==> src/rtl/relm_float_pkg.sv <==
// Purpose: shared field layout, constants and stage-1 record for the float pack pipeline.
// Latency: n/a (declarations only).
// Backpressure: n/a.
package relm_float_pkg;

    // Field positions of the packed IEEE single and of the B operand flags.
    localparam int SIGN_BIT = 31;
    localparam int EXP_HI   = 30;
    localparam int EXP_LO   = 23;
    localparam int INF_BIT  = 22;
    localparam int ZERO_BIT = 21;
    localparam int FRAC_HI  = 22;
    localparam int FRAC_LO  = 0;

    localparam int BIAS    = 127;
    localparam int EXP_MAX = 255;

    localparam logic [22:0] QNAN_FRAC = 23'h400000;

    // Normalised operand held between stage 1 and stage 2.
    // exp is a 10-bit two's-complement exponent (may go negative or past 255).
    typedef struct packed {
        logic [30:0] man;
        logic [9:0]  exp;
        logic        sign;
        logic        inf;
        logic        zero;
        logic        zflag;
    } s1_t;

endpackage

==> src/rtl/relm_float_lzc.sv <==
// Purpose: 31-bit leading-zero counter with all-zero flag.
// Latency: combinational.
// Backpressure: none.
module relm_float_lzc (
    input  logic [30:0] din,
    output logic [4:0]  cnt,
    output logic        all_zero
);

    // Scan upward so the highest set bit determines the count; 31 when empty.
    always_comb begin
        cnt      = 5'd31;
        all_zero = 1'b1;
        for (int i = 0; i < 31; i++) begin
            if (din[i]) begin
                cnt      = 5'(30 - i);
                all_zero = 1'b0;
            end
        end
    end

endmodule

==> src/rtl/relm_float_pack.sv <==
// Purpose: normalise, round-to-nearest-even and pack a raw float result into IEEE single.
// Latency: 2 cycles (normalise register, then round/pack output register); 1 word/cycle.
// Backpressure: elastic; in_ready = !s1_vld | s2_adv, output held stable while out_ready is low.
module relm_float_pack
    import relm_float_pkg::*;
#(
    parameter int WD = 32,
    parameter int WT = 4
) (
    input  logic          clk,
    input  logic          reset,
    input  logic          in_valid,
    output logic          in_ready,
    input  logic [WD-1:0] in_a,
    input  logic [WD-1:0] in_b,
    input  logic [WT-1:0] in_tag,
    output logic          out_valid,
    input  logic          out_ready,
    output logic [WD-1:0] out_data,
    output logic [WT-1:0] out_tag
);

    logic          s1_vld;
    logic          s2_vld;
    logic          s2_adv;
    s1_t           s1_q;
    s1_t           s1_nxt;
    logic [WT-1:0] s1_tag;

    logic [4:0]    lz;
    logic          lz_zero;
    logic [31:0]   shifted;

    logic [22:0]   frac;
    logic          guard;
    logic          sticky;
    logic          rnd;
    logic [23:0]   frac_sum;
    logic [9:0]    e_r;
    logic [31:0]   packed_word;

    // Low B bits carry no meaning for this stage.
    logic          unused_b;
    assign unused_b = ^in_b[20:0];

    assign s2_adv    = !s2_vld || out_ready;
    assign in_ready  = !s1_vld || s2_adv;
    assign out_valid = s2_vld;

    relm_float_lzc u_lzc (
        .din      (in_a[30:0]),
        .cnt      (lz),
        .all_zero (lz_zero)
    );

    // Stage 1: bring the leading one to bit 30, tracking the exponent shift.
    always_comb begin
        s1_nxt       = '0;
        shifted      = in_a << lz;
        s1_nxt.sign  = in_b[SIGN_BIT];
        s1_nxt.inf   = in_b[INF_BIT];
        s1_nxt.zero  = in_b[ZERO_BIT];
        s1_nxt.zflag = lz_zero && !in_a[31];
        if (in_a[31]) begin
            // Right shift by one; the dropped bit folds into the sticky position.
            s1_nxt.man = {in_a[31:2], in_a[1] | in_a[0]};
            s1_nxt.exp = {2'b00, in_b[EXP_HI:EXP_LO]} + 10'd1;
        end else begin
            s1_nxt.man = shifted[30:0];
            s1_nxt.exp = {2'b00, in_b[EXP_HI:EXP_LO]} - {5'b00000, lz};
        end
    end

    // Stage 2: round to nearest-even and select the packed result by priority.
    always_comb begin
        frac     = s1_q.man[29:7];
        guard    = s1_q.man[6];
        sticky   = |s1_q.man[5:0];
        rnd      = guard && (sticky || frac[0]);
        frac_sum = {1'b0, frac} + {23'd0, rnd};
        // A carry out leaves frac_sum[22:0] at zero, which is the renormalised fraction.
        e_r      = s1_q.exp + {9'd0, frac_sum[23]};

        if (s1_q.inf && s1_q.zero) begin
            packed_word = {s1_q.sign, 8'hFF, QNAN_FRAC};
        end else if (s1_q.inf) begin
            packed_word = {s1_q.sign, 8'hFF, 23'd0};
        end else if (s1_q.zero) begin
            packed_word = {s1_q.sign, 31'd0};
        end else if (s1_q.zflag) begin
            packed_word = 32'h0000_0000;
        end else if ($signed(e_r) >= EXP_MAX) begin
            packed_word = {s1_q.sign, 8'hFF, 23'd0};
        end else if ($signed(e_r) <= 0) begin
            packed_word = {s1_q.sign, 31'd0};
        end else begin
            packed_word = {s1_q.sign, e_r[7:0], frac_sum[FRAC_HI:FRAC_LO]};
        end
    end

    // Pipeline registers with valid/ready advance; reset empties both stages.
    always_ff @(posedge clk) begin
        if (reset) begin
            s1_vld   <= 1'b0;
            s2_vld   <= 1'b0;
            s1_q     <= '0;
            s1_tag   <= '0;
            out_data <= '0;
            out_tag  <= '0;
        end else begin
            if (s2_adv) begin
                s2_vld <= s1_vld;
                if (s1_vld) begin
                    out_data <= packed_word;
                    out_tag  <= s1_tag;
                end
            end
            if (in_ready) begin
                s1_vld <= in_valid;
                if (in_valid) begin
                    s1_q   <= s1_nxt;
                    s1_tag <= in_tag;
                end
            end
        end
    end

endmodule

==> config.mk <==
export PLATFORM = sky130hd
export DESIGN_NAME = relm_float_pack
export DESIGN_NICKNAME = d
export VERILOG_FILES = /design/src/rtl/relm_float_pkg.sv /design/src/rtl/relm_float_lzc.sv /design/src/rtl/relm_float_pack.sv
export SDC_FILE = /design/constraint.sdc
export NUM_CORES = 1
export LEC_CHECK = 0
export ABC_AREA = 1
export CORE_MARGIN = 8
export CORE_UTILIZATION = 45
export CTS_BUF_LIST = sky130_fd_sc_hd__clkbuf_8
export DETAILED_ROUTE_END_ITERATION = 12
export PLACE_DENSITY = 0.7
export SYNTH_ARGS = -nofsm -noshare
export SYNTH_HDL_FRONTEND = slang
export SYNTH_SLANG_ARGS = --single-unit
==> constraint.sdc <==
create_clock -name clk -period 7.4 [get_ports clk]
set_input_delay 1.85 -clock clk [delete_from_list [all_inputs] [get_ports clk]]
set_output_delay 1.85 -clock clk [all_outputs]
set_load 0.01 [all_outputs]
======== Word level (Yosys, flattened, before mapping) ========
Cells that the tools add are included.
storage, ports and cells
  input port bits ......................... 72
  output and inout port bits .............. 38
  register bits ........................... 86
cells by class
  magnitude comparators ................... 2
  shift operators ......................... 1
  muxes and demuxes ....................... 69
  reduce and logical (&&, ||, !) cells .... 12
  add/subtract/negate cells ............... 4
  bitwise logic cells ..................... 1
operators by type and width
  cell                 number
  $mux 32              4
  $mux 5               16
  $mux 31              2
  $mux 40              1
  $mux 1               32
  $mux 4               8
  $shl 32x5->30        1
  $add 23x1->24        1
  $mux 3               4
  $add 10x1->10        1
  $ge 10x9->1 const B  1
  $le 10x1->1 const B  1
  $add 8x1->9 const B  1
  $sub 8x5->9          1
  $reduce_or 6->1      1
  $mux 2               2
  $reduce_and 2->1     2
  $logic_and 1x1->1    3
  $logic_not 1->1      3
  $logic_or 1x1->1     3
  $or 1x1->1           1

======== Longest topological paths before layout ========
  word-level depth ........................ 33
  gate-level depth with buffers ........... 46
  depth with buffers taken out ............ 44

======== Hierarchy ========
From an unflattened synthesis, not the netlist that was laid out.
second synthesis, totals
  cells, all modules ...................... 1101
  area total of the unflattened synthesis .. 6565.0 um^2
by module, submodules not included
  module           seq. area each (um^2)  cells an instance  area each (um^2)  instances
  relm_float_pack  1721.7                 1002               6098.3            1
  relm_float_lzc   0.0                    99                 466.7             1

======== Least setup slack after synthesis ========
OpenSTA, ideal clock, no wires.
  kind .................................... input port to flip-flop
  from .................................... in in_a[2]
  to ...................................... reg s1_q[10] in the netlist's numbering
  slack ................................... 2.550 ns
  data required time ...................... 7.283 ns
  buffers on the path ..................... 2
  arrival ................................. 4.733 ns
  setup time .............................. 0.117 ns
  cell stages on the path ................. 44
  path through ............................ inv_1 nand2_1 nand2_1 nand2_1 nand2_1 nand2_1 nand2_1 nand2_1 nand2_1 nand2_1 nand2_1 nand2_1 nand2_1 nand2_1 nand2_1 nand2_1 nand2_1 nand2_1 [... 8 more ...] nand2_1 nand2_2 nand2_2 buf_6 buf_6 ha_1 inv_1 fa_1 inv_1 o31ai_1 inv_1 nor2_1 nor3_1 nand2_1 nand2_1 nor2_1 o221ai_1 inv_1
between the ends
  word-level cells in the longest chain between the ends .. 31
ends and longest elaborated chain
  element               line                    text
  start, declared       relm_float_pack.sv:14   input logic [WD-1:0] in_a,
  $mux 2                relm_float_lzc.sv:15    if (din[i]) begin
  $mux 3 (4 in a row)   relm_float_lzc.sv:15
  $mux 4 (8 in a row)   relm_float_lzc.sv:15
  $mux 5 (16 in a row)  relm_float_lzc.sv:15
  $sub 8x5->9           relm_float_pack.sv:70   s1_nxt.exp = {2'b00, in_b[EXP_HI:EXP_LO]} - {5'b00000, lz};
  $mux 40               relm_float_pack.sv:64   if (in_a[31]) begin
  end signal, assigned  relm_float_pack.sv:121  s1_q <= s1_nxt;
  end, declared         relm_float_pack.sv:26   s1_t s1_q;
Every way passes these cells.
A chain may end at the register's enable or synchronous reset.

======== Worst setup path after layout ========
  from .................................... reg s1_q, in the netlist frac[0]
  to ...................................... reg out_data[15]
between the ends
  word-level cells in the longest chain between the ends .. 11
  elaborated cells between the ends (all ways) .. 12
  classes of those cells .................. add/sub: 2; order compare: 2; mux: 6; reduce/logical: 2
ends and longest elaborated chain
  element               line                    text
  $logic_or 1x1->1      relm_float_pack.sv:79   rnd = guard && (sticky || frac[0]);
  $logic_and 1x1->1     relm_float_pack.sv:79
  $add 23x1->24 (*)     relm_float_pack.sv:80   frac_sum = {1'b0, frac} + {23'd0, rnd};
  $add 10x1->10         relm_float_pack.sv:82   e_r = s1_q.exp + {9'd0, frac_sum[23]};
  $le 10x1->1           relm_float_pack.sv:94   end else if ($signed(e_r) <= 0) begin
  $mux 31               relm_float_pack.sv:94
  $mux 31 (*)           relm_float_pack.sv:92   end else if ($signed(e_r) >= EXP_MAX) begin
  $mux 32 (*)           relm_float_pack.sv:90   end else if (s1_q.zflag) begin
  $mux 32 (*)           relm_float_pack.sv:88   end else if (s1_q.zero) begin
  $mux 32 (*)           relm_float_pack.sv:86   end else if (s1_q.inf) begin
  $mux 32 (*)           relm_float_pack.sv:84   if (s1_q.inf && s1_q.zero) begin
  end signal, assigned  relm_float_pack.sv:114  out_data <= packed_word;
  end, declared         relm_float_pack.sv:19   output logic [WD-1:0] out_data,
Every way passes the cells marked *; elsewhere a longest branch is shown, timed or not.

==> impl_metrics.toml <==
[status]
status = "complete, no violations"

[final_layout]
layout-drive-gt1-share_pct = 4.02
final_cell_mix = "nand2_1 (216), nand3_1 (133), inv_1 (102)"
multi_input_area_um2 = 3750
diodes = 0
layout.nets = 1146
stdcell_count = 1245
post-route-util_pct = 54.9
syn_to_final_growth_pct = 19.2
regArea_um2 = 1720
final_common_cell = "nand2_1"
finalInstanceArea_um2 = 7270
n_fill_cell = 1380

[floorplan]
dieHeight_um = 132
placementRows = 42
initial_utilization_pct = 46.0
die-area_um2 = 17500
io_pins = 110
die_width_um = 132
coreArea_um2 = 13200

[grt]
grt_use_total_pct = 21.4
grt_pass1_wl_mm = 31.4
grt_remaining_overflow = 0
grt_pass1_vias = 6464
antenna_found_initial = 0
grt_max_degree = 55

[placement]
dpl.hpwl_mm = 14.1
portBuffers = 88
place_area_um2 = 7060
dp_slack_ps = 1520
dp_cells = 1229
gp_congestion = 0.922

[clocking]
cts.clk_slew.worst_paths_ps = 80
clock_path_buffers = 2
ctsHoldBuffers = 0
cts_buffers = 9
cts_resized = 0
clock_sinks = 86
clk_latency_ps = 370
postCtsSetupBuffers = 0
htreeDepth = 3
cts_tree = "yes"
clockRootBuffer = "clkbuf_8"

[timing]
holdWs_ps = 467
tns_ps = 0
finClkSkew_ps = 14.7
min_period_ps = 5530
relSlewSlack_pct = 38.7
period_share_pct = 74.7
setup_violations = 0
clock.fmax_ghz = 0.181
rsz0062_at_grt = "false"
hold_viol_final = 0
setup_slack_ps = 1870
final_max_slew_viol_count = 0
tightest_slew_ps = 918

[synth]
synthesis.instances = 1006
syn_area_per_cell_um2 = 6.06
synth-edff-count = 0
ys_types = 44
synthFlopType = "dfxtp_1"
yosysTopAreaCellShare_pct = 28.2
synth-seq-cells = 86
seq_area_frac_synth_pct = 28.2
synth_area_um2 = 6100
synth_area_leader_cell = "dfxtp_1"
ys_warn_count = 0
synthArstFlopShare_pct = 0
synthTopCellsByArea = "dfxtp_1 (28%), nand2_1 (13%), nand3_1 (11%)"
synth_fp_nets = 1088

[critical_path]
crit_path_max_fanout = 16
cp-start-kind = "flip-flop"
required_ps = 7700
criticalPathCategory = "reg2reg"
end_kind = "flip-flop"
crit_arrival_ps = 5830

[power]
max-vdd-ir-drop_v = 0.000128
power_density_nw_per_um2 = 160
p_leak_nw = 3.14
power_mw = 1.16

[job]
max-cap-violations = 0

[drt]
drtAntennaViolNets = 0
route.detailed.drc = 0
dr.pass1.iters = 6
drt-vias-per-instance = 5.54
wl_per_cell_um = 15.2
wirelength_mm = 18.9
dr.first_iter.drc_count = 612
num_vias = 6893

[min_path]
hp-class = "reg2reg"
==> critical path, stage by stage, from the launching register on <==
cell and delay, ps:
dfxtp_1 350, nand2_1 60, inv_1 90, nand3_1 110, nor3_1 140, inv_1 70
nor2_1 170, nand2_1 70, nor2_1 160, nand4_1 130, nor2_1 170, nand3_1 160
nor3_1 430, inv_1 130, nor4_1 290, ha_1 270, nand4_1 120, or2_2 310
nor2_1 90, nand2_1 80, and3b_1 230, xor2_1 200, nand2_1 190, nor3_1 290
nand2_1 260, inv_1 450, o221ai_1 250, a21oi_1 160
==> synthesized netlist by cell type (all sizes together), types with 7 or more instances <==
cell,number
nand2,218
nand3,134
inv,106
o21ai,99
nor2,98
a21oi,97
dfxtp,86
clkbuf,39
o211ai,14
xor2,14
buf,13
nand4,13
nor3,13
a31oi,11
ha,9
a32oi,8
nor4,7
==> layer usage <==
metal  global-route usage [%]  part of all wire (%)  up-vias
met5                        0                     0        -
met4                     9.59                   3.8        0
met3                     4.54                   5.9       46
met2                     35.4                    47      238
met1                     26.1                    43     3104
li1                         -                     -     3505
==> area by class of cell <==
type                    count  share of cell area (%)
multi-input cells         761                    51.7
flip-flops and latches     86                    23.7
repair buffers             99                    13.3
inverters                 107                    5.52
well taps                 176                    3.03
clock buffers              10                    1.89
clock inverters             6                   0.964
==> flip-flops by register name (all words and copies together), names as in the netlist <==
| signal | count |
|---|---|
| out_data | 32 |
| frac | 23 |
| s1_q | 20 |
| out_tag | 4 |
| s1_tag | 4 |
| guard | 1 |
| out_valid | 1 |
| s1_vld | 1 |
==> power breakdown <==
group | switching (mW) | leakage [nW] | internal, mW
clock | 0.176 | 0.0951 | 0.167
sequential | 0.0215 | 0.708 | 0.492
combinational | 0.188 | 2.33 | 0.116
==> final timing paths <==
path / from / end / slack [ps] / depth (start not counted)
max: frac[0]$_SDFFE_PP0P_ / out_data[15]$_SDFFE_PP0P_ / 1870 / 27
min: out_data[20]$_SDFFE_PP0P_ / out_data[20]$_SDFFE_PP0P_ / 470 / 2
max reg2reg: frac[0]$_SDFFE_PP0P_ / out_data[15]$_SDFFE_PP0P_ / 1870 / 27
min reg2reg: out_data[20]$_SDFFE_PP0P_ / out_data[20]$_SDFFE_PP0P_ / 470 / 2
==> cell families (layout without fill, tap and decap cells) <==
group	Yosys count	in the layout	synth area share, %
simple gates	492	492	34.9
flops	86	86	28.2
compound gates	244	244	22.2
xor+xnor	15	15	2.15
buf+inv	159	222	10.3
fa+ha+maj	10	10	2.18
Note: power is estimated with default switching activity, not from simulation.
